`config.mk`:
```
export PLATFORM = sky130hd
export DESIGN_NAME = jtframe_prog_packer_flat
export DESIGN_NICKNAME = d
export VERILOG_FILES = /design/src/rtl/jtframe_prog_packer_if.sv /design/src/rtl/jtframe_prog_packer.sv /design/src/flat_wrapper.sv
export SDC_FILE = /design/constraint.sdc
export NUM_CORES = 1
export LEC_CHECK = 0
export CORE_MARGIN = 1.5
export CORE_UTILIZATION = 61
export DETAILED_ROUTE_END_ITERATION = 8
export PLACE_DENSITY = 0.8
export REMOVE_ABC_BUFFERS = 1
export SYNTH_ARGS = -nofsm -noshare
export SYNTH_HDL_FRONTEND = slang
export SYNTH_SLANG_ARGS = --single-unit
```
`constraint.sdc`:
```
create_clock -name clk -period 13.8 [get_ports clk]
set_clock_uncertainty 0.05 [all_clocks]
set_input_delay 2.76 -clock clk [delete_from_list [all_inputs] [get_ports clk]]
set_output_delay 2.76 -clock clk [all_outputs]
set_load 0.05 [all_outputs]
```
`src/rtl/jtframe_prog_packer_if.sv`:
```
// SDRAM programming port bundle between the byte packer (master) and the SDRAM controller (slave).
interface jtframe_prog_packer_if #(
    parameter int PROG_AW = 22
);
    logic [PROG_AW-1:0] prog_addr;
    logic [15:0]        prog_data;
    logic [1:0]         prog_mask;
    logic               prog_we;
    logic               prog_rdy;

    modport master (output prog_addr, prog_data, prog_mask, prog_we, input prog_rdy);
    modport slave  (input prog_addr, prog_data, prog_mask, prog_we, output prog_rdy);
endinterface

```
`src/rtl/jtframe_prog_packer.sv`:
```
// Packs the ioctl byte stream into 16-bit SDRAM words through a small FIFO and drives the prog port.
// Optional JTFRAME_PROG_CHKSUM_EN adds a running sum of every accepted word on the chksum port.
module jtframe_prog_packer #(
    parameter int FIFO_AW = 3,
    parameter int PROG_AW = 22
) (
    input  logic                         clk,
    input  logic                         rst_n,
    input  logic                         downloading,
    input  logic                         ioctl_rom_wr,
    input  logic [26:0]                  ioctl_addr,
    input  logic [7:0]                   ioctl_dout,
    output logic                         dwnld_busy,
    jtframe_prog_packer_if.master        prog,
    output logic                         prog_done,
    output logic                         ovf
`ifdef JTFRAME_PROG_CHKSUM_EN
    ,
    output logic [15:0]                  chksum
`endif
);
    localparam int EW = PROG_AW + 18;
    localparam logic [FIFO_AW:0] DEPTH_C  = (FIFO_AW+1)'(1 << FIFO_AW);
    localparam logic [FIFO_AW:0] BUSY_LVL = DEPTH_C - (FIFO_AW+1)'(2);

    localparam logic [1:0] ST_IDLE  = 2'd0;
    localparam logic [1:0] ST_WRITE = 2'd1;
    localparam logic [1:0] ST_GAP   = 2'd2;

    logic                 pend_valid_q, pend_valid_d;
    logic [PROG_AW-1:0]   pend_addr_q, pend_addr_d;
    logic [7:0]           pend_data_q, pend_data_d;
    logic                 skid_valid_q, skid_valid_d;
    logic [EW-1:0]        skid_q, skid_d;
    logic [FIFO_AW-1:0]   wr_ptr_q, wr_ptr_d, rd_ptr_q, rd_ptr_d;
    logic [FIFO_AW:0]     fill_q, fill_d;
    logic [1:0]           state_q, state_d;
    logic [PROG_AW-1:0]   prog_addr_q, prog_addr_d;
    logic [15:0]          prog_data_q, prog_data_d;
    logic [1:0]           prog_mask_q, prog_mask_d;
    logic                 prog_we_q, prog_we_d;
    logic                 busy_q, busy_d;
    logic                 ovf_q, ovf_d;
    logic                 dl_q;
    logic                 done_arm_q, done_arm_d;
    logic                 prog_done_q, prog_done_d;
    logic [15:0]          chksum_q, chksum_d;

    logic [EW-1:0]        fifo_mem [1 << FIFO_AW];
    logic [EW-1:0]        head, new0, new1, flush_entry, push_entry;
    logic [1:0]           n_new;
    logic [PROG_AW-1:0]   byte_addr;
    logic                 push_req, push_ok, pop, fifo_full, fifo_empty, dl_rise, dl_fall;
    logic                 unused_addr;

    assign byte_addr   = ioctl_addr[PROG_AW:1];
    assign unused_addr = ^ioctl_addr[26:PROG_AW+1];
    assign flush_entry = {pend_addr_q, 8'h00, pend_data_q, 2'b10};
    assign fifo_full   = fill_q == DEPTH_C;
    assign fifo_empty  = fill_q == '0;
    assign head        = fifo_mem[rd_ptr_q];
    assign dl_rise     = downloading & ~dl_q;
    assign dl_fall     = ~downloading & dl_q;

    // Byte pairing: up to two words can come out of one strobe; the second waits in the skid entry.
    always_comb begin
        pend_valid_d = pend_valid_q;
        pend_addr_d  = pend_addr_q;
        pend_data_d  = pend_data_q;
        n_new        = 2'd0;
        new0         = '0;
        new1         = '0;
        if (ioctl_rom_wr) begin
            if (!ioctl_addr[0]) begin
                if (pend_valid_q) begin
                    new0  = flush_entry;
                    n_new = 2'd1;
                end
                pend_valid_d = 1'b1;
                pend_addr_d  = byte_addr;
                pend_data_d  = ioctl_dout;
            end else begin
                pend_valid_d = 1'b0;
                if (pend_valid_q && pend_addr_q == byte_addr) begin
                    new0  = {byte_addr, ioctl_dout, pend_data_q, 2'b00};
                    n_new = 2'd1;
                end else if (pend_valid_q) begin
                    new0  = flush_entry;
                    new1  = {byte_addr, ioctl_dout, 8'h00, 2'b01};
                    n_new = 2'd2;
                end else begin
                    new0  = {byte_addr, ioctl_dout, 8'h00, 2'b01};
                    n_new = 2'd1;
                end
            end
        end else if (pend_valid_q && !downloading) begin
            new0         = flush_entry;
            n_new        = 2'd1;
            pend_valid_d = 1'b0;
        end

        // A full skid implies no pending byte, so at most one new word can arrive alongside it.
        if (skid_valid_q) begin
            push_req     = 1'b1;
            push_entry   = skid_q;
            skid_valid_d = n_new != 2'd0;
            skid_d       = new0;
        end else begin
            push_req     = n_new != 2'd0;
            push_entry   = new0;
            skid_valid_d = n_new == 2'd2;
            skid_d       = new1;
        end
    end

    always_comb begin
        state_d     = state_q;
        prog_addr_d = prog_addr_q;
        prog_data_d = prog_data_q;
        prog_mask_d = prog_mask_q;
        prog_we_d   = prog_we_q;
        pop         = 1'b0;
        case (state_q)
            ST_IDLE: if (!fifo_empty) begin
                {prog_addr_d, prog_data_d, prog_mask_d} = head;
                prog_we_d = 1'b1;
                state_d   = ST_WRITE;
            end
            ST_WRITE: if (prog.prog_rdy) begin
                prog_we_d = 1'b0;
                pop       = 1'b1;
                state_d   = ST_GAP;
            end
            default: state_d = ST_IDLE;
        endcase
    end

    // A push against a full FIFO is dropped even when a pop frees a slot in the same cycle.
    always_comb begin
        push_ok  = push_req & ~fifo_full;
        wr_ptr_d = push_ok ? wr_ptr_q + FIFO_AW'(1) : wr_ptr_q;
        rd_ptr_d = pop ? rd_ptr_q + FIFO_AW'(1) : rd_ptr_q;
        fill_d   = fill_q;
        if (push_ok && !pop)
            fill_d = fill_q + (FIFO_AW+1)'(1);
        else if (pop && !push_ok)
            fill_d = fill_q - (FIFO_AW+1)'(1);
        busy_d = fill_d >= BUSY_LVL;
        ovf_d  = dl_rise ? 1'b0 : ovf_q;
        if (push_req && fifo_full)
            ovf_d = 1'b1;
        prog_done_d = done_arm_q && !downloading && !ioctl_rom_wr && !pend_valid_q
                      && !skid_valid_q && fifo_empty && state_q == ST_IDLE;
        done_arm_d  = done_arm_q;
        if (dl_fall)
            done_arm_d = 1'b1;
        else if (dl_rise || prog_done_d)
            done_arm_d = 1'b0;
        chksum_d = chksum_q;
        if (dl_rise)
            chksum_d = '0;
        else if (pop)
            chksum_d = chksum_q + {prog_mask_q[1] ? 8'h00 : prog_data_q[15:8],
                                   prog_mask_q[0] ? 8'h00 : prog_data_q[7:0]};
    end

    always_ff @(posedge clk) begin
        if (push_ok)
            fifo_mem[wr_ptr_q] <= push_entry;
    end

    always_ff @(posedge clk or negedge rst_n) begin
        if (!rst_n) begin
            pend_valid_q <= 1'b0;
            pend_addr_q  <= '0;
            pend_data_q  <= '0;
            skid_valid_q <= 1'b0;
            skid_q       <= '0;
            wr_ptr_q     <= '0;
            rd_ptr_q     <= '0;
            fill_q       <= '0;
            state_q      <= ST_IDLE;
            prog_addr_q  <= '0;
            prog_data_q  <= '0;
            prog_mask_q  <= '0;
            prog_we_q    <= 1'b0;
            busy_q       <= 1'b0;
            ovf_q        <= 1'b0;
            dl_q         <= 1'b0;
            done_arm_q   <= 1'b0;
            prog_done_q  <= 1'b0;
            chksum_q     <= '0;
        end else begin
            pend_valid_q <= pend_valid_d;
            pend_addr_q  <= pend_addr_d;
            pend_data_q  <= pend_data_d;
            skid_valid_q <= skid_valid_d;
            skid_q       <= skid_d;
            wr_ptr_q     <= wr_ptr_d;
            rd_ptr_q     <= rd_ptr_d;
            fill_q       <= fill_d;
            state_q      <= state_d;
            prog_addr_q  <= prog_addr_d;
            prog_data_q  <= prog_data_d;
            prog_mask_q  <= prog_mask_d;
            prog_we_q    <= prog_we_d;
            busy_q       <= busy_d;
            ovf_q        <= ovf_d;
            dl_q         <= downloading;
            done_arm_q   <= done_arm_d;
            prog_done_q  <= prog_done_d;
            chksum_q     <= chksum_d;
        end
    end

    assign prog.prog_addr = prog_addr_q;
    assign prog.prog_data = prog_data_q;
    assign prog.prog_mask = prog_mask_q;
    assign prog.prog_we   = prog_we_q;
    assign dwnld_busy     = busy_q;
    assign ovf            = ovf_q;
    assign prog_done      = prog_done_q & ~downloading;
`ifdef JTFRAME_PROG_CHKSUM_EN
    assign chksum = chksum_q;
`else
    logic unused_chksum;
    assign unused_chksum = ^chksum_q;
`endif
endmodule
```
`src/flat_wrapper.sv`:
```
// flat-port wrapper written by rule: the top's interface ports become plain ports
module jtframe_prog_packer_flat 
#(
    parameter int FIFO_AW = 3,
    parameter int PROG_AW = 22
)
  (clk, rst_n, downloading, ioctl_rom_wr, ioctl_addr, ioctl_dout, dwnld_busy, prog_done, ovf, prog_prog_addr, prog_prog_data, prog_prog_mask, prog_prog_we, prog_prog_rdy);
  jtframe_prog_packer_if #(.PROG_AW(PROG_AW)) prog_i ();
  input  logic clk;
  input  logic rst_n;
  input  logic downloading;
  input  logic ioctl_rom_wr;
  input  logic [26:0] ioctl_addr;
  input  logic [7:0] ioctl_dout;
  output logic dwnld_busy;
  output logic prog_done;
  output logic ovf;
  output wire logic [$bits(prog_i.prog_addr)-1:0] prog_prog_addr;
  output wire logic [$bits(prog_i.prog_data)-1:0] prog_prog_data;
  output wire logic [$bits(prog_i.prog_mask)-1:0] prog_prog_mask;
  output wire logic [$bits(prog_i.prog_we)-1:0] prog_prog_we;
  input wire logic [$bits(prog_i.prog_rdy)-1:0] prog_prog_rdy;
  assign prog_prog_addr = prog_i.prog_addr;
  assign prog_prog_data = prog_i.prog_data;
  assign prog_prog_mask = prog_i.prog_mask;
  assign prog_prog_we = prog_i.prog_we;
  assign prog_i.prog_rdy = prog_prog_rdy;
  jtframe_prog_packer #(.FIFO_AW(FIFO_AW), .PROG_AW(PROG_AW)) u_core (.clk(clk), .rst_n(rst_n), .downloading(downloading), .ioctl_rom_wr(ioctl_rom_wr), .ioctl_addr(ioctl_addr), .ioctl_dout(ioctl_dout), .dwnld_busy(dwnld_busy), .prog(prog_i), .prog_done(prog_done), .ovf(ovf));
endmodule
```
; ---- Word-level counts from Yosys, hierarchy flattened
; Memory sizes are Yosys's and may differ from the RTL's. A register that Yosys moved wholly into a read port is not among the register bits.
; Index checks and enable logic that the tools add are counted.
[totals]
register_bits = 90
latchBits = 0
ramBits = 320
romBits = 0
out_inout_bits = 44
wordCells = 105
n_memories = 1
[mem_list]
columns = memory, words, word_bits, rd, rd_ports_with_merged_regs, wr, line
row1 = u_core.fifo_mem, 8, 40, 1, 1, 1, jtframe_prog_packer.sv:49  ; logic [EW-1:0] fifo_mem [1 << FIFO_AW];
[classes]
addsub = 4
multipliers = 0
div = 0
magnitude_cmp = 1
eq_ne = 6
shifts = 0
muxes = 39
bitwise_logic = 9
reduce_logical = 30
[ops]
columns = cell, count
row1 = two-way mux 40 bit, 12
row2 = equality test 22 bit, 1
row3 = two-way mux 1 bit, 17
row4 = two-way mux 2 bit, 6
row5 = logical AND 1 bit, 11
row6 = nonzero test 2 bit, 5
row7 = two-way mux 4 bit, 2
row8 = zero test 1 bit, 7
row9 = adder 3 x 1 -> 3 bit (second input constant), 2
row10 = AND reduction 2 bit, 3
row11 = inverter 1 bit, 5
row12 = adder 4 x 1 -> 4 bit (second input constant), 1
row13 = bitwise AND 1 bit, 4
row14 = equality test 4 bit (second input constant), 1
row15 = >= comparator 4 x 3 -> 1 bit (second input constant), 1
row16 = zero test 4 bit, 1
row17 = inequality test 2 bit (second input constant), 2
row18 = case mux 2 bit (2 select lines), 1
row19 = subtractor 4 x 1 -> 4 bit (second input constant), 1
row20 = AND reduction 3 bit, 1
row21 = equality test 2 x 1 -> 1 bit (second input constant), 1
row22 = equality test 2 bit (second input constant), 1
row23 = zero test 2 bit, 1
row24 = case mux 1 bit (2 select lines), 1
row25 = logical OR 1 bit, 1

; ---- Longest topological paths before layout
[logic_depth]
depth_word = 13
ltp_mapped = 9
mapped_depth_nobuf = 8

; ---- Worst setup path before layout
; Ideal clock, no wire load.
[synth_timing]
kind = in2reg
start = input ioctl_rom_wr
end = memory u_core.fifo_mem[2][0] (netlist name), enable pin
arrival_ns = 7.447
slack_ns = 5.751
cell_stages = 4
n_path_buf = 1
path_cell_list = and2_1 > buf_2 > o221ai_2 > nor4b_1
[synth_between]
elab_chain_cells = 6
[synth_lines]
columns = element, line
row1 = "start, declared", flat_wrapper.sv:12  ; input logic ioctl_rom_wr;
row2 = two-way mux 2 bit, jtframe_prog_packer.sv:73  ; if (ioctl_rom_wr) begin
row3 = nonzero test 2 bit, jtframe_prog_packer.sv:109  ; push_req = n_new != 2'd0;
row4 = two-way mux 1 bit, jtframe_prog_packer.sv:103  ; if (skid_valid_q) begin
row5 = bitwise AND 1 bit, jtframe_prog_packer.sv:140  ; push_ok = push_req & ~fifo_full;
row6 = two-way mux 1 bit, jtframe_prog_packer.sv:168  ; if (push_ok)
row7 = two-way mux 1 bit (not written as such), jtframe_prog_packer.sv:169  ; fifo_mem[wr_ptr_q] <= push_entry;
row8 = "end, declared", jtframe_prog_packer.sv:49
; Every way passes these cells.

; ---- Worst setup path after layout
[layout_timing]
start = input downloading
end = output prog_done
[layout_between]
elab_chain_cells = 2
[layout_lines]
columns = element, line
row1 = "start, declared", flat_wrapper.sv:11  ; input logic downloading;
row2 = inverter 1 bit, jtframe_prog_packer.sv:222  ; assign prog_done = prog_done_q & ~downloading;
row3 = bitwise AND 1 bit, jtframe_prog_packer.sv:222
row4 = "end, declared", flat_wrapper.sv:16  ; output logic prog_done;
; Every way passes these cells.

==> impl_metrics.ini <==
[timing]
fin_tns_setup_ns = 0
slew_headroom_pct = 34.3
crit_share_post_route_pct = 50.6
finalHoldViolations = 0
drv_slew = 0
maxClockFrequency_mhz = 143
setup_viol = 0
unrepaired_setup_endpoints_after_global_routing = false
worst-slew-pin-transition_ns = 0.985
finalWorstPathRequiredPeriod_ns = 6.99

[pwr]
vdd_drop_max_uv = 165
power.density_nw_per_um2 = 206
static-leakage-power_nw = 7.33
design_power_total_mw = 4.17

[drt]
remaining_drc_errors = 0
vias_per_cell = 6.24
vias = 9123
drt-total-wl_mm = 36.1
first_pass_iters = 5
drt.antenna.violating_nets = 0
wl_per_cell_um = 24.7
dr.first_iter.drc_count = 798

[job]
cap_viol_max_count = 0

[run_status]
outcome = finished clean

[global_routing]
globalRoute.totalOverflow = 0
antenna_violations_before_repair = 1
grt_first_pass_wirelength_mm = 55.3
grt_max_degree = 73
grt_pass1_vias = 9504
grtUsageTotal_pct = 24.8

[clock_network]
cts_repair_resize_count = 0
clk_pin_slew_worst_paths_ns = 0.06
clk-insertion-delay-late_ns = 0.54
cts_setup_buffers = 0
cts_tree = built
holdBufCountCts = 0
clkSinkCount = 450
cts_root_buffer = clkbuf_16
clock_path_buffers = 3
cts_made_buffers = 44
ctsHtreeMaxLevel = 2

[synth]
ys_async_sr_fraction_pct = 28.9
synth-seq-area-share_pct = 72.8
syn-cell-area_sq_um = 17700
synthFlopType = edfxtp_1
synth_area_per_cell_sq_um = 18.5
count_of_flip_flops_with_a_built_in_enable_after_synthesis = 320
synth_cells = 953
synth_cell_types = 48
synth.yosys.warnings = 0
ys_ff_latch = 450

[final_layout]
areaGrowthSynthToFinish_pct = 14.6
mostFrequentLayoutCell = edfxtp_1
final_layout_size_suffix_gt1_share_pct = 21.3
layout_filler_cell_count = 1748
layout_common_cells = edfxtp_1 (320), dfrtp_1 (127), mux4_2 (80)
finalNetCount = 1088
finish.instance_area_sq_um = 20200

[floorplan]
floorplan.rows = 62
io-pin-count = 84
fp.dieW_um = 173
dieHeight_um = 173
die-area_sq_um = 30000
initial_core_util_pct = 61.7
coreArea_sq_um = 28600

[placed_design]
post_dp_cell_area_sq_um = 18900
post-dp-hpwl_mm = 19.0
port-buffer-count = 79
globalplace.congestion = 0.753

[critical_path]
cp_data_required_time_ns = 10.99
worst-path-max-fanout = 4
criticalPathCategory = input port to output port
end_kind = output port
crit_path_start_kind = input port
cp_data_arrival_time_ns = 4.18

[worst_hold_path]
classification_of_the_worst_slack_hold_path = register to register
through the flow:
step / setup slack, ns / hold WS, ns / cells / utilization (%)
floorplan: 5.72 / 0.385 / 901 / -
global placement: 6.84 / 0.403 / 1382 / 65.9
detailed placement: 6.82 / 0.414 / 1382 / 65.9
CTS: 6.80 / 0.418 / 1462 / 70.7
global route: 6.78 / 0.458 / 1462 / 70.7
finish: 6.81 / 0.416 / 1463 / 70.7
cells in the mapped netlist, drive strengths merged, types with 2 or more instances:
cell type	count	area share [%]
buf	29	1.0
mux2	30	1.9
nand2b	3	0.12
clkbuf	23	0.49
mux4	80	10
and2	40	1.4
nand3	3	0.085
a21boi	2	0.11
ha	4	0.28
o22ai	2	0.071
o21ai	49	1.4
nor4	7	0.28
dfrtp	130	18
nand2	60	1.3
edfxtp	320	54
nor4b	2	0.099
a21oi	2	0.057
xnor2	7	0.35
nor2	9	0.23
nor3	3	0.085
a21o	2	0.085
nor3b	2	0.085
inv	6	0.13
a221o	22	1.2
mux2i	40	2.3
xor2	23	1.1
a22o	39	2.1
nand3b	2	0.085
layer usage:
layer | routed length, um | vias to the layer above | global-route usage (%)
met1 | 14800 | 4763 | 34.6
li1 | - | 3947 | -
met2 | 18200 | 352 | 41.1
met3 | 2210 | 61 | 3.47
met4 | 896 | 0 | 8.15
met5 | 0 | - | 0
path summary, 6_finish.rpt:
kind / from / end / slack (ns) / cells after the start
max in group asynchronous: rst_n / u_core.rd_ptr_q[2] / 10.18 / 2
hold reg to reg: u_core.state_q[1] / u_core.state_q[0] / 0.42 / 1
min in group asynchronous: rst_n / u_core.prog.prog_data[14] / 2.18 / 1
setup reg to reg: u_core.pend_addr_q[2] / u_core.fifo_mem[1][21] / 10.38 / 6
setup / recovery: downloading / prog_done / 6.81 / 3
hold / removal: u_core.state_q[1] / u_core.state_q[0] / 0.42 / 1
power breakdown:
group | internal [mW] | leakage (nW) | switching (mW)
logic | 0.493 | 2.06 | 0.689
clock network | 0.666 | 0.663 | 0.473
registers | 1.69 | 4.60 | 0.156
state kept, by name, summed over array words and instances (netlist names), 2 cells and up, named ones only:
| name | cells |
|---|---|
| u_core.fifo_mem | 320 |
| u_core.pend_data_q | 8 |
| u_core.prog.prog_mask | 2 |
| u_core.state_q | 2 |
| u_core.wr_ptr_q | 3 |
| u_core.pend_addr_q | 22 |
| u_core.fill_q | 4 |
| u_core.prog.prog_addr | 22 |
| u_core.rd_ptr_q | 3 |
| u_core.skid_q | 40 |
| u_core.prog.prog_data | 16 |
final cells by class:
class / count / area (sq um) / area share [%]
inverters: 6 / 22.5 / 0.111
diodes: 1 / 2.50 / 0.0124
clock buffers: 69 / 1270 / 6.26
multi-input cells: 445 / 4560 / 22.6
flip-flops and latches: 450 / 12900 / 63.6
clock inverters: 11 / 103 / 0.507
repair buffers: 97 / 927 / 4.58
well taps: 384 / 480 / 2.37
worst max-delay path, cell delays in order:
cell             delay (ns)
clkdlybuf4s50_1        0.46
nor2b_1                0.15
clkdlybuf4s50_1        0.81
cells by family (layout without fill, tap and decap cells):
group | after synthesis | in the layout | synth area share [%]
buf+inv | 58 | 183 | 1.63
mux | 150 | 150 | 14.4
xor+xnor | 30 | 30 | 1.49
simple gates | 137 | 137 | 4.00
flops | 450 | 450 | 72.8
fa+ha+maj | 4 | 4 | 0.283
other cells | 0 | 1 | 0
compound gates | 124 | 124 | 5.38
(Power assumes the default switching activity.)
